## src/rtl/xy_vector_engine.sv

```systemverilog
// Segment-command FIFO feeding a Bresenham rasteriser; emits one X/Y DAC point per sample tick.
// Blanked segments jump to their endpoint in a single beam-off sample.
module xy_vector_engine #(
    parameter int DAC_BITS      = 8,
    parameter int CLOCK_DIVIDER = 12,
    parameter int FIFO_DEPTH    = 4
) (
    input  logic                CLOCK_50,
    input  logic                KEY0,
    input  logic                cmd_valid,
    output logic                cmd_ready,
    input  logic [DAC_BITS-1:0] cmd_x0,
    input  logic [DAC_BITS-1:0] cmd_y0,
    input  logic [DAC_BITS-1:0] cmd_x1,
    input  logic [DAC_BITS-1:0] cmd_y1,
    input  logic                cmd_beam,
    output logic [DAC_BITS-1:0] x_dac,
    output logic [DAC_BITS-1:0] y_dac,
    output logic                beam_on,
    output logic                sample,
    output logic                busy
);
    localparam int DW = $clog2(CLOCK_DIVIDER);
    localparam int AW = $clog2(FIFO_DEPTH);
    localparam int CW = 4 * DAC_BITS + 1;
    localparam int EW = DAC_BITS + 2;
    localparam logic [DW-1:0] DIV_MAX = DW'(CLOCK_DIVIDER - 1);

    typedef enum logic [1:0] {S_IDLE, S_LOAD, S_DRAW} state_t;

    state_t r_state, w_next;
    logic [DW-1:0] r_div;
    logic          w_tick, w_push, w_pop, w_empty, w_full;
    logic [CW-1:0] r_mem [FIFO_DEPTH];
    logic [AW:0]   r_wr, r_rd;
    logic [CW-1:0] r_cmd;

    logic [DAC_BITS-1:0] r_cur_x, r_cur_y, r_end_x, r_end_y, r_dx, r_dy;
    logic [DAC_BITS-1:0] r_x_dac, r_y_dac;
    logic                r_sx, r_sy, r_beam, r_beam_on, r_sample;
    logic signed [EW-1:0] r_err, w_ld_err, w_err_nx;
    logic signed [EW:0]   w_e2, w_dx_s, w_dy_s;
    logic [DAC_BITS-1:0] w_c_x0, w_c_y0, w_c_x1, w_c_y1, w_ld_dx, w_ld_dy;
    logic                w_c_beam, w_at_end, w_step_x, w_step_y;

    // Free-running sample divider, never resynchronised to segment activity
    assign w_tick = (r_div == DIV_MAX);
    always_ff @(posedge CLOCK_50 or negedge KEY0) begin
        if (!KEY0) r_div <= '0;
        else       r_div <= w_tick ? '0 : r_div + 1'b1;
    end

    assign w_empty   = (r_wr == r_rd);
    assign w_full    = (r_wr[AW] != r_rd[AW]) && (r_wr[AW-1:0] == r_rd[AW-1:0]);
    assign cmd_ready = !w_full;
    assign w_push    = cmd_valid && !w_full;

    always_ff @(posedge CLOCK_50) begin
        if (w_push) r_mem[r_wr[AW-1:0]] <= {cmd_x0, cmd_y0, cmd_x1, cmd_y1, cmd_beam};
    end

    always_ff @(posedge CLOCK_50 or negedge KEY0) begin
        if (!KEY0) begin
            r_wr <= '0;
            r_rd <= '0;
        end else begin
            if (w_push) r_wr <= r_wr + 1'b1;
            if (w_pop)  r_rd <= r_rd + 1'b1;
        end
    end

    assign w_at_end = (r_cur_x == r_end_x) && (r_cur_y == r_end_y);

    always_comb begin
        w_next = r_state;
        w_pop  = 1'b0;
        case (r_state)
            S_IDLE: if (!w_empty) begin
                w_pop  = 1'b1;
                w_next = S_LOAD;
            end
            S_LOAD: w_next = S_DRAW;
            S_DRAW: if (w_tick && (!r_beam || w_at_end)) begin
                if (!w_empty) begin
                    w_pop  = 1'b1;
                    w_next = S_LOAD;
                end else begin
                    w_next = S_IDLE;
                end
            end
            default: w_next = S_IDLE;
        endcase
    end

    always_ff @(posedge CLOCK_50 or negedge KEY0) begin
        if (!KEY0) r_state <= S_IDLE;
        else       r_state <= w_next;
    end

    assign w_c_x0   = r_cmd[4*DAC_BITS -: DAC_BITS];
    assign w_c_y0   = r_cmd[3*DAC_BITS -: DAC_BITS];
    assign w_c_x1   = r_cmd[2*DAC_BITS -: DAC_BITS];
    assign w_c_y1   = r_cmd[DAC_BITS -: DAC_BITS];
    assign w_c_beam = r_cmd[0];
    assign w_ld_dx  = (w_c_x1 >= w_c_x0) ? w_c_x1 - w_c_x0 : w_c_x0 - w_c_x1;
    assign w_ld_dy  = (w_c_y1 >= w_c_y0) ? w_c_y1 - w_c_y0 : w_c_y0 - w_c_y1;
    assign w_ld_err = {2'b00, w_ld_dx} - {2'b00, w_ld_dy};

    // Both step decisions use the error from before this step's update
    assign w_e2     = {r_err, 1'b0};
    assign w_dx_s   = {3'b000, r_dx};
    assign w_dy_s   = {3'b000, r_dy};
    assign w_step_x = (w_e2 > -w_dy_s);
    assign w_step_y = (w_e2 < w_dx_s);
    assign w_err_nx = r_err - (w_step_x ? {2'b00, r_dy} : '0) + (w_step_y ? {2'b00, r_dx} : '0);

    always_ff @(posedge CLOCK_50 or negedge KEY0) begin
        if (!KEY0) begin
            r_cmd     <= '0;
            r_cur_x   <= '0;
            r_cur_y   <= '0;
            r_end_x   <= '0;
            r_end_y   <= '0;
            r_dx      <= '0;
            r_dy      <= '0;
            r_sx      <= 1'b0;
            r_sy      <= 1'b0;
            r_err     <= '0;
            r_beam    <= 1'b0;
            r_x_dac   <= '0;
            r_y_dac   <= '0;
            r_beam_on <= 1'b0;
            r_sample  <= 1'b0;
        end else begin
            r_sample <= w_tick && (r_state == S_DRAW);
            if (w_pop) r_cmd <= r_mem[r_rd[AW-1:0]];
            if (r_state == S_LOAD) begin
                r_cur_x <= w_c_x0;
                r_cur_y <= w_c_y0;
                r_end_x <= w_c_x1;
                r_end_y <= w_c_y1;
                r_dx    <= w_ld_dx;
                r_dy    <= w_ld_dy;
                r_sx    <= (w_c_x1 < w_c_x0);
                r_sy    <= (w_c_y1 < w_c_y0);
                r_err   <= w_ld_err;
                r_beam  <= w_c_beam;
            end
            if (w_tick) begin
                if (r_state == S_DRAW) begin
                    r_x_dac   <= r_beam ? r_cur_x : r_end_x;
                    r_y_dac   <= r_beam ? r_cur_y : r_end_y;
                    r_beam_on <= r_beam;
                    if (r_beam && !w_at_end) begin
                        r_err <= w_err_nx;
                        if (w_step_x) r_cur_x <= r_sx ? r_cur_x - 1'b1 : r_cur_x + 1'b1;
                        if (w_step_y) r_cur_y <= r_sy ? r_cur_y - 1'b1 : r_cur_y + 1'b1;
                    end
                end else begin
                    r_beam_on <= 1'b0;
                end
            end
        end
    end

    assign x_dac   = r_x_dac;
    assign y_dac   = r_y_dac;
    assign beam_on = r_beam_on;
    assign sample  = r_sample;
    assign busy    = (r_state != S_IDLE) || !w_empty;
endmodule

```

## config.mk

```make
export PLATFORM = sky130hd
export DESIGN_NAME = xy_vector_engine
export DESIGN_NICKNAME = d
export VERILOG_FILES = /design/src/rtl/xy_vector_engine.sv
export SDC_FILE = /design/constraint.sdc
export NUM_CORES = 1
export LEC_CHECK = 0
export CAP_MARGIN = 20
export CORE_MARGIN = 8
export CORE_UTILIZATION = 40
export DETAILED_ROUTE_END_ITERATION = 8
export GPL_TIMING_DRIVEN = 0
export PLACE_DENSITY_LB_ADDON = 0.25
export SLEW_MARGIN = 15
export SYNTH_ARGS = -nofsm -noshare
export SYNTH_HDL_FRONTEND = slang
export SYNTH_SLANG_ARGS = --single-unit
```

## constraint.sdc

```tcl
create_clock -name CLOCK_50 -period 5.76 [get_ports CLOCK_50]
set_clock_uncertainty 0.1 [all_clocks]
set_input_delay 0.576 -clock CLOCK_50 [delete_from_list [all_inputs] [get_ports CLOCK_50]]
set_output_delay 0.576 -clock CLOCK_50 [all_outputs]
set_load 0.05 [all_outputs]
```

Word level (Yosys, flattened, before mapping)
Memories as Yosys holds them, arrays and structs flattened. A register that Yosys moved wholly into a read port is not among the register bits.
Index checks and enable logic that the tools add are counted.
- bits in registers: 91
- RAM bits: 132
- input port bits: 36
- output and inout port bits: 20
- memories: 1
- add/sub/neg operators: 15
- order comparisons: 6
- equal/unequal tests: 10
- muxes and demuxes: 33
- reduce and logical (&&, ||, !) cells: 17
- memory list (name ; words ; width ; rd ports ; clocked after Yosys merged registers in ; write ports ; RTL line ; RTL):
    r_mem ; 4 ; 33 ; 1 ; 1 ; 1 ; 34 ; logic [CW-1:0] r_mem [FIFO_DEPTH];
- operator list (kind ; number):
    two-way mux 8 bit ; 18
    two-way mux 10 bit ; 4
    subtractor 8 bit ; 4
    adder 8 x 1 -> 8 bit, second input constant ; 2
    == test 8 bit ; 2
    greater-or-equal comparator 8 bit ; 2
    less-than comparator 8 bit ; 2
    subtractor 8 x 1 -> 8 bit, second input constant ; 2
    greater-than comparator 11 bit ; 1
    less-than comparator 11 x 9 -> 1 bit ; 1
    negator 8 -> 11 bit ; 1
    adder 10 x 8 -> 10 bit ; 1
    subtractor 10 x 8 -> 10 bit ; 1
    subtractor 8 x 8 -> 9 bit ; 1
    adder 3 x 1 -> 3 bit, second input constant ; 2
    logical AND 1 bit ; 6
    two-way mux 1 bit ; 6
    case mux 2 bit (3 select lines) ; 1
    logical NOT 1 bit ; 5
    adder 4 x 1 -> 4 bit, second input constant ; 1
    == test 4 bit, second input constant ; 1
    two-way mux 2 bit ; 2
    two-way mux 4 bit ; 1
    inequality test 2 bit, second input constant ; 2
    other kinds (10) ; 12

Longest topological paths before layout
Gate-level depths: netlist (run 1).
- depth in word-level cells: 8
- mapped depth: 23
- gate-level depth less buffers: 22

Worst setup path before layout (run 1)
OpenSTA, ideal clock, no wires.
- path kind: reg-to-reg
- from: register r_dy[2]
- to: register r_err[8]
- setup time: 0.136 ns
- arrival: 4.466 ns
- required time: 5.524 ns
- path slack: 1.058 ns
- cell stages (with the launch flop): 21
- buffers on the path: 1
- path through: dfrtp_1 > nor2_1 > nand2_1 > or4_1 > xnor2_1 > ha_1 > and4_1 > and3_1 > a32o_1 > a31oi_1 > clkbuf_1 > and2_1 > fa_1 > inv_1 > ha_1 > nor2b_1 > o21ai_0 > a21oi_1 > o41ai_1 > xor2_1 > a21oi_1
- cells in the longest elaborated chain, start to end: 8
- RTL lines (item ; RTL line ; RTL):
    start: declaration ; 38 ; logic [DAC_BITS-1:0] r_cur_x, r_cur_y, r_end_x, r_end_y, r_dx, r_dy;
    start signal: assignment ; 143 ; r_dy <= w_ld_dy;
    negator 8 -> 11 bit ; 113 ; assign w_step_x = (w_e2 > -w_dy_s);
    greater-than comparator 11 bit ; 113 ;
    two-way mux 8 bit (*) ; 115 ; assign w_err_nx = r_err - (w_step_x ? {2'b00, r_dy} : '0) + (w_step_y ? {2'b00, r_dx} : '0);
    subtractor 10 x 8 -> 10 bit (*) ; 115 ;
    adder 10 x 8 -> 10 bit (*) ; 115 ;
    two-way mux 10 bit (*) ; 154 ; if (r_beam && !w_at_end) begin
    two-way mux 10 bit (*) ; 150 ; if (r_state == S_DRAW) begin
    two-way mux 10 bit (*) ; 149 ; if (w_tick) begin
    end signal: assignment ; 146 ; r_err <= w_ld_err;
    end signal: assignment ; 155 ; r_err <= w_err_nx;
    end: declaration ; 41 ; logic signed [EW-1:0] r_err, w_ld_err, w_err_nx;
Mark *: on every way between the ends. The rest lies on a longest branch, timed or not.
A chain may end at the register's enable or synchronous reset.

Final worst setup path (run 1)
Same ends and word-level chain as after synthesis.

==> metrics.txt, run 1 <==
Die X 201 um; Post-route DRC 0; Final Net Count 1,332; CTS buffer count 29; number of global-route vias before repair 9,151; final setup vio count 0; placed cell count 1,611; post-synthesis simple-gate area fraction 8.84%; count of final hold-check violations 0; Synth Instances 1,103; dpl hpwl 23.8 mm; sequential area share after synthesis 51.7%; CTS Buffer Depth 3; fraction of layout cells with a size suffix above 1 13.9%; Clock Latency Late Sink 560 ps; Vias 8,807; DIE AREA 40,300 um2; crit path max fanout 10; DRT antenna net count 0; unrepaired setup endpoints after global routing no; area of the multi-input gates 6060 um2; CP Launch Type flop; cell taking the most area after synthesis edfxtp_1; compound-gate portion of the synthesized area 9.86%; minimum clock period 5420 ps; first-pass GRT wire length 52.1 mm; drt total wl 31.9 mm; Slew HR 41.9%; Post-synth ARST share 48.4%; Yosys reg bits 256; Detailed Route Iter0 Violations 706; post-DR vias/cell 5.30; syn avg cell area 12.4 um2; ys flop type edfxtp_1; area growth from synthesis to layout 16.1%; Worst EP arrival 5720 ps; status completed; max frequency 0.185 GHz; PortBufs 55; total grt overflow 0; XOR/XNOR Fraction of Synth Area 3.85%; mux contribution to synthesized area 11.6%; Layout Utilization 47.2%; Yosys top cell area share 29.0%; core area 33,600 um2; Ports 56; mapped cell area 13,700 um2; row cnt 67; Hold WC Path Type reg2reg; routed len/inst 19.2 um; main combinational cell family by area after synthesis multiplexers; EDFF count, synth 132; Layout fillers 3,094; die height 201 um; R2R Setup Slk 340 ps; GP Congestion 0.890; DR pass1 iterations 5; CTS clk-pin slew, worst paths 60 ps; final worst-path cycle share 94.0%; H-tree depth 1; # diodes 0; Root Buffer clkbuf_16; Data required, critical path 6070 ps; max cap viols 0; CTS tree yes; GRT Overall Usage 15.9%; Adder-Cell Fraction of Synth Area 9.98%; Yosys cell types 74; initial antenna violation count 0; WS Path Type reg2reg; Post-Layout Cell Count 1,661; Storage cell area 7070 um2; clock sinks 256; Yosys warning total 0; synth top area cells edfxtp_1, dfrtp_1, ha_1, mux4_2, mux2_2; Final TNS setup 0 ps; Slew @ Worst Pin 872 ps; Mapped Nets 1,239; Pins Over Slew Limit 0; initial core utilization 40.6%; largest net degree at the start of global routing 76; crit path capture type flop; hold slack final 359 ps
==> metal layers <==
layer  wire (um)  vias to the layer above  global-route usage [%]
met1       15500                     4359                    22.6
met4         823                        0                    4.49
met5           0                        -                       0
met2       14500                      183                    25.2
li1            -                     4219                       -
met3        1130                       46                    2.03
==> registers in the layout, indices dropped and copies added, names as in the netlist <==
name and cells:
beam_on 1, r_beam 1, r_cmd 33, r_cur_x 8, r_cur_y 8, r_div 4
r_dx 8, r_dy 8, r_end_x 8, r_end_y 8, r_err 10, r_mem 132
r_rd 3, r_state 2, r_sx 1, r_sy 1, r_wr 3, sample 1
x_dac 8, y_dac 8
==> what timing repair did <==
| item | in CTS | in global routing |
|---|---|---|
| hold endpoints to repair | 49 | 0 |
| resized for setup | 2 | 5 |
| pin swaps | 0 | 1 |
| setup endpoints to repair | 4 | 4 |
| hold buffers | 1 | 0 |
| setup buffers | 0 | 1 |
==> stage by stage <==
stage / cell area [um2] / setup slack, ps
3_5_place_dp: 14900 / -330
5_1_grt: 15900 / 67.2
4_1_cts: 15800 / 41.7
2_1_floorplan: 13700 / 1060
6_report: 15900 / 344
3_3_place_gp: 14800 / -1120
==> final timing paths <==
kind	startpoint	to	cells after the start
max	r_dy[2]	r_err[8]	19
min	r_div[0]	r_div[0]	1
max reg2reg	r_dy[2]	r_err[8]	19
min reg2reg	r_div[0]	r_div[0]	1
max in group asynchronous	KEY0	r_err[2]	3
min in group asynchronous	KEY0	r_wr[0]	2
==> layout by cell type, fill, tap and decap left out, types with 35 or more instances in the layout <==
master / count
dfrtp_1: 124
ha_1: 85
inv_1: 90
nand2_1: 71
mux2_2: 37
edfxtp_1: 132
o21ai_0: 59
a21oi_1: 51
xor2_1: 36
clkdlybuf4s50_1: 54
nor2_1: 55
mux2i_1: 35
==> cells in the mapped netlist, types with 6 or more instances <==
| cell type | number |
|---|---|
| and3_1 | 10 |
| nand2_1 | 71 |
| mux2_2 | 37 |
| mux2i_1 | 35 |
| nand3_1 | 12 |
| a211oi_1 | 9 |
| nor2_1 | 55 |
| a21oi_1 | 51 |
| clkbuf_1 | 19 |
| a221oi_1 | 8 |
| ha_1 | 85 |
| xor2_1 | 36 |
| o21a_1 | 7 |
| a21o_1 | 13 |
| dfrtp_1 | 124 |
| nor2b_1 | 13 |
| fa_1 | 15 |
| nor4_1 | 8 |
| o21ai_0 | 59 |
| buf_6 | 6 |
| xnor2_1 | 24 |
| edfxtp_1 | 132 |
| nor3_1 | 15 |
| buf_2 | 13 |
| and2_1 | 12 |
| nand2b_1 | 9 |
| mux4_2 | 33 |
| inv_1 | 90 |
| a31oi_1 | 9 |
==> critical path, stage by stage, from the launching register on <==
cell and delay (ps):
dfrtp_1 450, nor2_1 210, nand2_1 140, or4_1 490
xnor2_1 160, ha_1 190, a31o_2 250, a2111oi_2 520
a31oi_4 190, clkbuf_4 260, and2_1 200, fa_1 500
inv_1 40, ha_1 340, nor2b_1 150, o21ai_0 280
a21oi_1 180, o41ai_1 340, xor2_1 200, a21oi_1 80
==> cells by family after synthesis <==
kind of cell    Yosys count
flops                   256
simple gates            238
compound gates          206
buf+inv                 133
mux                     110
fa+ha+maj               100
xor+xnor                 60
==> area by class of cell <==
type                    count  area share (%)
flip-flops and latches    256            44.6
multi-input cells         714            38.2
clock buffers              37            4.95
repair buffers             62            4.41
well taps                 448            3.53
inverters                  90            2.13
plain buffers              43            1.45
clock inverters            11           0.773
Power of run 1 is left out: the tool's default activity adds up to more than one toggle a clock period on the data nets, which glitch-free logic cannot reach.
==> run 2: changes to the inputs <==
Settings changed: CORE_MARGIN 8 to unset.
==> run 2 against run 1 <==
  * Cell count increased by 0.30%
  * Utilization increased by 0.39 points
  * Clock-buffer cell count decreased by 1
==> metrics.txt, run 2 (synthesis gave the netlist of run 1 again) <==
status completed; drt total wl 31.1 mm (-2.4%); R2R Setup Slk 420 ps (+80 ps); WS Path Type reg2reg; initial antenna violation count 0 (unchanged); final instance area 16,000 um2 (+0.58%); number of global-route vias before repair 8,751 (-4.4%); Vias 8,819 (+0.14%); core area 33,500 um2 (-0.25%); minimum clock period 5340 ps (-77.0 ps); CTS tree yes; CP Launch Type flop; Detailed Route Iter0 Violations 580 (-18%); max cap viols 0 (unchanged); GRT Overall Usage 18.1% (+2.2 points); largest stage delay on the critical path 500 ps (-20 ps); CTS buffer count 29 (unchanged); dpl hpwl 23.2 mm (-2.4%); Data required, critical path 6080 ps (about the same); first-pass GRT wire length 49.7 mm (-4.5%); row cnt 67 (unchanged); crit path max fanout 10 (unchanged); initial core utilization 40.7% (+0.10 points); DIE AREA 34,900 um2 (-13%); Layout fillers 3,065 (-0.94%); Crit. Startpoint r_dy[2]; delay-heaviest family, CP compound AO/OA/AOI/OAI gates; clock sinks 256 (unchanged); final setup vio count 0 (unchanged); Ports 56 (unchanged); Post-route DRC 0 (unchanged); Clock Latency Late Sink 570 ps (about the same); largest net degree at the start of global routing 75 (-1.3%); post-DR vias/cell 5.29 (-0.16%); r2r endpoint r_err[8]; DR pass1 iterations 5 (unchanged); placed cell count 1,611 (unchanged); Worst EP arrival 5650 ps (-70 ps); number of cells on the worst hold path 1 (unchanged); most frequent cells in the layout edfxtp_1, dfrtp_1, inv_1, ha_1, nand2_1; routed len/inst 18.7 um (-2.7%); Final Net Count 1,331 (-0.075%); Largest register FFs 132 (unchanged); Slew @ Worst Pin 878 ps (+5.48 ps); GP Congestion 0.926 (+4.1%); unrepaired setup endpoints after global routing no; CTS clk-pin slew, worst paths 60 ps (about the same); Pins Over Slew Limit 0 (unchanged); commonest non-fill, non-tap cell in the layout edfxtp_1; Hold Path Sink r_div[0]; count of final hold-check violations 0 (unchanged); crit-path cells nor2_1 -> nand2_1 -> or4_1 -> xnor2_1 -> ha_1 -> a31o_2 -> a2111oi_2 -> a31oi_4 -> clkbuf_2 -> and2_1 -> fa_1 -> inv_1 -> ha_1 -> nor2b_1 -> o21ai_0 -> a21oi_1 -> o41ai_1 -> xor2_1 -> a21oi_1; total grt overflow 0 (unchanged); Hold WC Path Type reg2reg; area growth from synthesis to layout 16.8%; Storage cell area 7070 um2 (unchanged); final worst-path cycle share 92.7% (-1.3 points); max frequency 0.187 GHz (+1.4%); # diodes 0 (unchanged); H-tree depth 1 (unchanged); CP max-delay cell fa_1; DRT antenna net count 0 (unchanged); Placement Cell Area 14,900 um2 (about the same); Bufs and invs on worst path 2 (unchanged); Post-Layout Cell Count 1,666 (+0.30%); die height 187 um (-7.0%); CTS Buffer Depth 3 (unchanged); fraction of layout cells with a size suffix above 1 14.3% (+0.35 points); PortBufs 55 (unchanged); crit path capture type flop; Die X 187 um (-7.0%); worst hold start r_div[0]; Root Buffer clkbuf_16; Final TNS setup 0 ps (unchanged); worst r2r src r_dy[2]; Slew HR 41.5% (-0.37 points); area of the multi-input gates 6060 um2 (unchanged); FF-to-FF path depth 19 (unchanged)
==> run 2: cell count changes in the layout (fill, tap and decap cells not counted) <==
cell,change
buf_16,-1
clkbuf_1,-1
buf_12,+1
buf_4,-1
clkinv_2,+2
clkbuf_4,-1
clkbuf_2,+1
inv_6,+1
clkinv_1,+1
bufinv_16,+3
==> run 2: worst max-delay path by stage <==
stage / end / slack [ps] / cells after the start
after floorplan: r_err[8] / 1060 / 20
after global placement: r_err[3] / -1110 / 1
after detailed placement: r_err[8] / -10 / 20
after CTS: r_err[8] / 80 / 19
after global routing: r_err[8] / 120 / 20
final: r_err[8] / 420 / 19
==> run 2: cell type report <==
cell class	count	share of cell area, %
well taps	448	3.51
clock buffers	36	4.90
flip-flops and latches	256	44.3
inverters	90	2.12
repair buffers	61	4.29
multi-input cells	714	38.0
clock inverters	18	1.47
plain buffers	43	1.43
==> run 2: per-stage QoR <==
step | hold WS [ps] | setup slack, ps | utilization, %
3_3_place_gp | 347 | -1110 | 44.1
5_1_grt | 387 | 115 | 47.6
3_5_place_dp | 356 | -13.2 | 44.4
2_1_floorplan | 180 | 1060 | -
6_report | 362 | 421 | 47.6
4_1_cts | 366 | 81.7 | 47.5
==> run 2: worst register-to-register path: stages (launching register included) <==
cell and delay (ps):
dfrtp_1 450, nor2_1 200, nand2_1 130, or4_1 470, xnor2_1 160, ha_1 190
a31o_2 250, a2111oi_2 480, a31oi_4 230, clkbuf_2 270, and2_1 220, fa_1 500
inv_1 40, ha_1 330, nor2b_1 140, o21ai_0 220, a21oi_1 160, o41ai_1 340
xor2_1 230, a21oi_1 90
==> run 2: metal layers <==
layer | global-route usage [%] | wire length [um] | part of all wire (%)
met1 | 26.8 | 15200 | 49
met2 | 27.9 | 13900 | 45
met3 | 1.97 | 1130 | 3.6
met4 | 5.52 | 859 | 2.8
met5 | 0 | 0 | 0
==> run 2: what timing repair did <==
action,in CTS,in global routing
hold endpoints to repair,50,0
hold buffers,1,0
setup buffers,0,0
endpoints found under the setup margin,1,2
resized for setup,1,5
Power of run 2 is left out for the same reason.
==> run 3: changes to the inputs <==
Settings changed: ABC_CLOCK_PERIOD_IN_PS set to 5760, SLEW_MARGIN 15 to 20.
==> run 3 against run 2 <==
  * Clock-buffer cell count grew 1
  * Utilization is 0.052 points lower
  * Register-to-register slack worse by 30 ps
  * Non-clock buffer count stayed put
  * Highest routed layer unchanged
  * Setup slack lost 25 ps
  * Flip-flop and latch count stayed put
==> metrics.txt, run 3 (synthesis gave the netlist of run 1 again) <==
Die X 187 um (unchanged); CTS Buffer Depth 3 (unchanged); drt total wl 31.0 mm (-0.26%); final worst-path cycle share 93.1% (+0.44 points); core area 33,500 um2 (unchanged); crit path capture type flop; minimum clock period 5360 ps (+25.1 ps); CP Launch Type flop; dpl hpwl 23.3 mm (about the same); Post-route DRC 0 (unchanged); GP Congestion 0.926 (unchanged); Final Net Count 1,331 (unchanged); clock sinks 256 (unchanged); commonest non-fill, non-tap cell in the layout edfxtp_1; most frequent cells in the layout edfxtp_1, dfrtp_1, inv_1, ha_1, nand2_1; CTS buffer count 29 (unchanged); post-DR vias/cell 5.25 (-0.82%); Hold WC Path Type reg2reg; GRT Overall Usage 18.1% (about the same); max cap viols 0 (unchanged); Worst EP arrival 5680 ps (+30 ps); pre-CTS setup slack -19.4 ps (-6.22 ps); first-pass GRT wire length 50.0 mm (+0.57%); status completed; Layout fillers 3,073 (+0.26%); row cnt 67 (unchanged); Detailed Route Iter0 Violations 536 (-7.6%); Root Buffer clkbuf_16; Data required, critical path 6070 ps (about the same); largest net degree at the start of global routing 75 (unchanged); routed len/inst 18.6 um (-0.26%); initial core utilization 40.7% (unchanged); fraction of layout cells with a size suffix above 1 14.3% (unchanged); initial antenna violation count 0 (unchanged); Ports 56 (unchanged); WS Path Type reg2reg; Clock Latency Late Sink 570 ps (about the same); PortBufs 55 (unchanged); Post-Layout Cell Count 1,666 (unchanged); DR pass1 iterations 5 (unchanged); crit path max fanout 10 (unchanged); final instance area 15,900 um2 (-0.11%); CTS clk-pin slew, worst paths 60 ps (about the same); Pins Over Slew Limit 0 (unchanged); Slew HR 41.3% (-0.19 points); area growth from synthesis to layout 16.6%; die height 187 um (unchanged); setup ws final 396 ps (-25.1 ps); unrepaired setup endpoints after global routing no; Placement Cell Area 14,900 um2 (about the same); Slew @ Worst Pin 880 ps (+2.79 ps); H-tree depth 1 (unchanged); final setup vio count 0 (unchanged); DIE AREA 34,900 um2 (unchanged); number of global-route vias before repair 8,731 (-0.23%); Largest register FFs 132 (unchanged); Layout Utilization 47.5% (-0.052 points); placed cell count 1,611 (unchanged); count of final hold-check violations 0 (unchanged); total grt overflow 0 (unchanged); # diodes 0 (unchanged); Vias 8,747 (-0.82%); CTS tree yes; max frequency 0.186 GHz (-0.47%); DRT antenna net count 0 (unchanged)
[run 3: cell types whose count changed in the layout (fill, tap and decap cells not counted), sizes merged]
cell    change
inv         -1
clkinv      +1
bufinv      -1
clkbuf      +1
[run 3: final cells by class]
cell class,count,area [um2],share of cell area [%]
clock buffers,37,786,4.93
inverters,90,338,2.12
flip-flops and latches,256,7070,44.4
well taps,448,561,3.52
multi-input cells,714,6060,38.0
plain buffers,43,228,1.43
clock inverters,17,210,1.32
repair buffers,61,688,4.32
[run 3: critical path, cell delays in order (launching register included)]
cell and delay [ps]:
dfrtp_1 450, nor2_1 200, nand2_1 120, or4_1 470, xnor2_1 160, ha_1 180
a31o_2 250, a2111oi_2 500, a31oi_4 230, clkbuf_2 260, and2_1 220, fa_1 500
inv_1 40, ha_1 340, nor2b_1 150, o21ai_0 230, a21oi_1 150, o41ai_1 320
xor2_1 230, a21oi_1 90
[run 3: repair_timing]
item / CTS / global route
buffers inserted: 0 / 0
endpoints found under the setup margin: 1 / 4
hold endpoints to repair: 50 / 0
resized for setup: 1 / 5
hold buffers: 1 / 0
[run 3: final timing paths]
check | start | to | slack (ps) | cells after the start
max in group asynchronous | KEY0 | r_err[3] | 4450 | 3
min reg2reg | r_div[0] | r_div[0] | 360 | 1
min | r_div[0] | r_div[0] | 360 | 1
min in group asynchronous | KEY0 | r_wr[1] | 400 | 2
max | r_dy[2] | r_err[8] | 400 | 19
max reg2reg | r_dy[2] | r_err[8] | 400 | 19
[run 3: through the flow]
step                hold slack, ps  TNS, ps
floorplan                      180        0
global placement               347  -136930
detailed placement             356    -19.4
CTS                            366        0
global route                   387        0
finish                         361        0
[run 3: routing by layer]
layer | part of all wire [%] | GRT usage, %
met1 | 49 | 26.9
met2 | 45 | 28.3
met3 | 3.1 | 2.09
met4 | 2.2 | 4.19
met5 | 0 | 0
Power of run 3 is left out for the same reason.
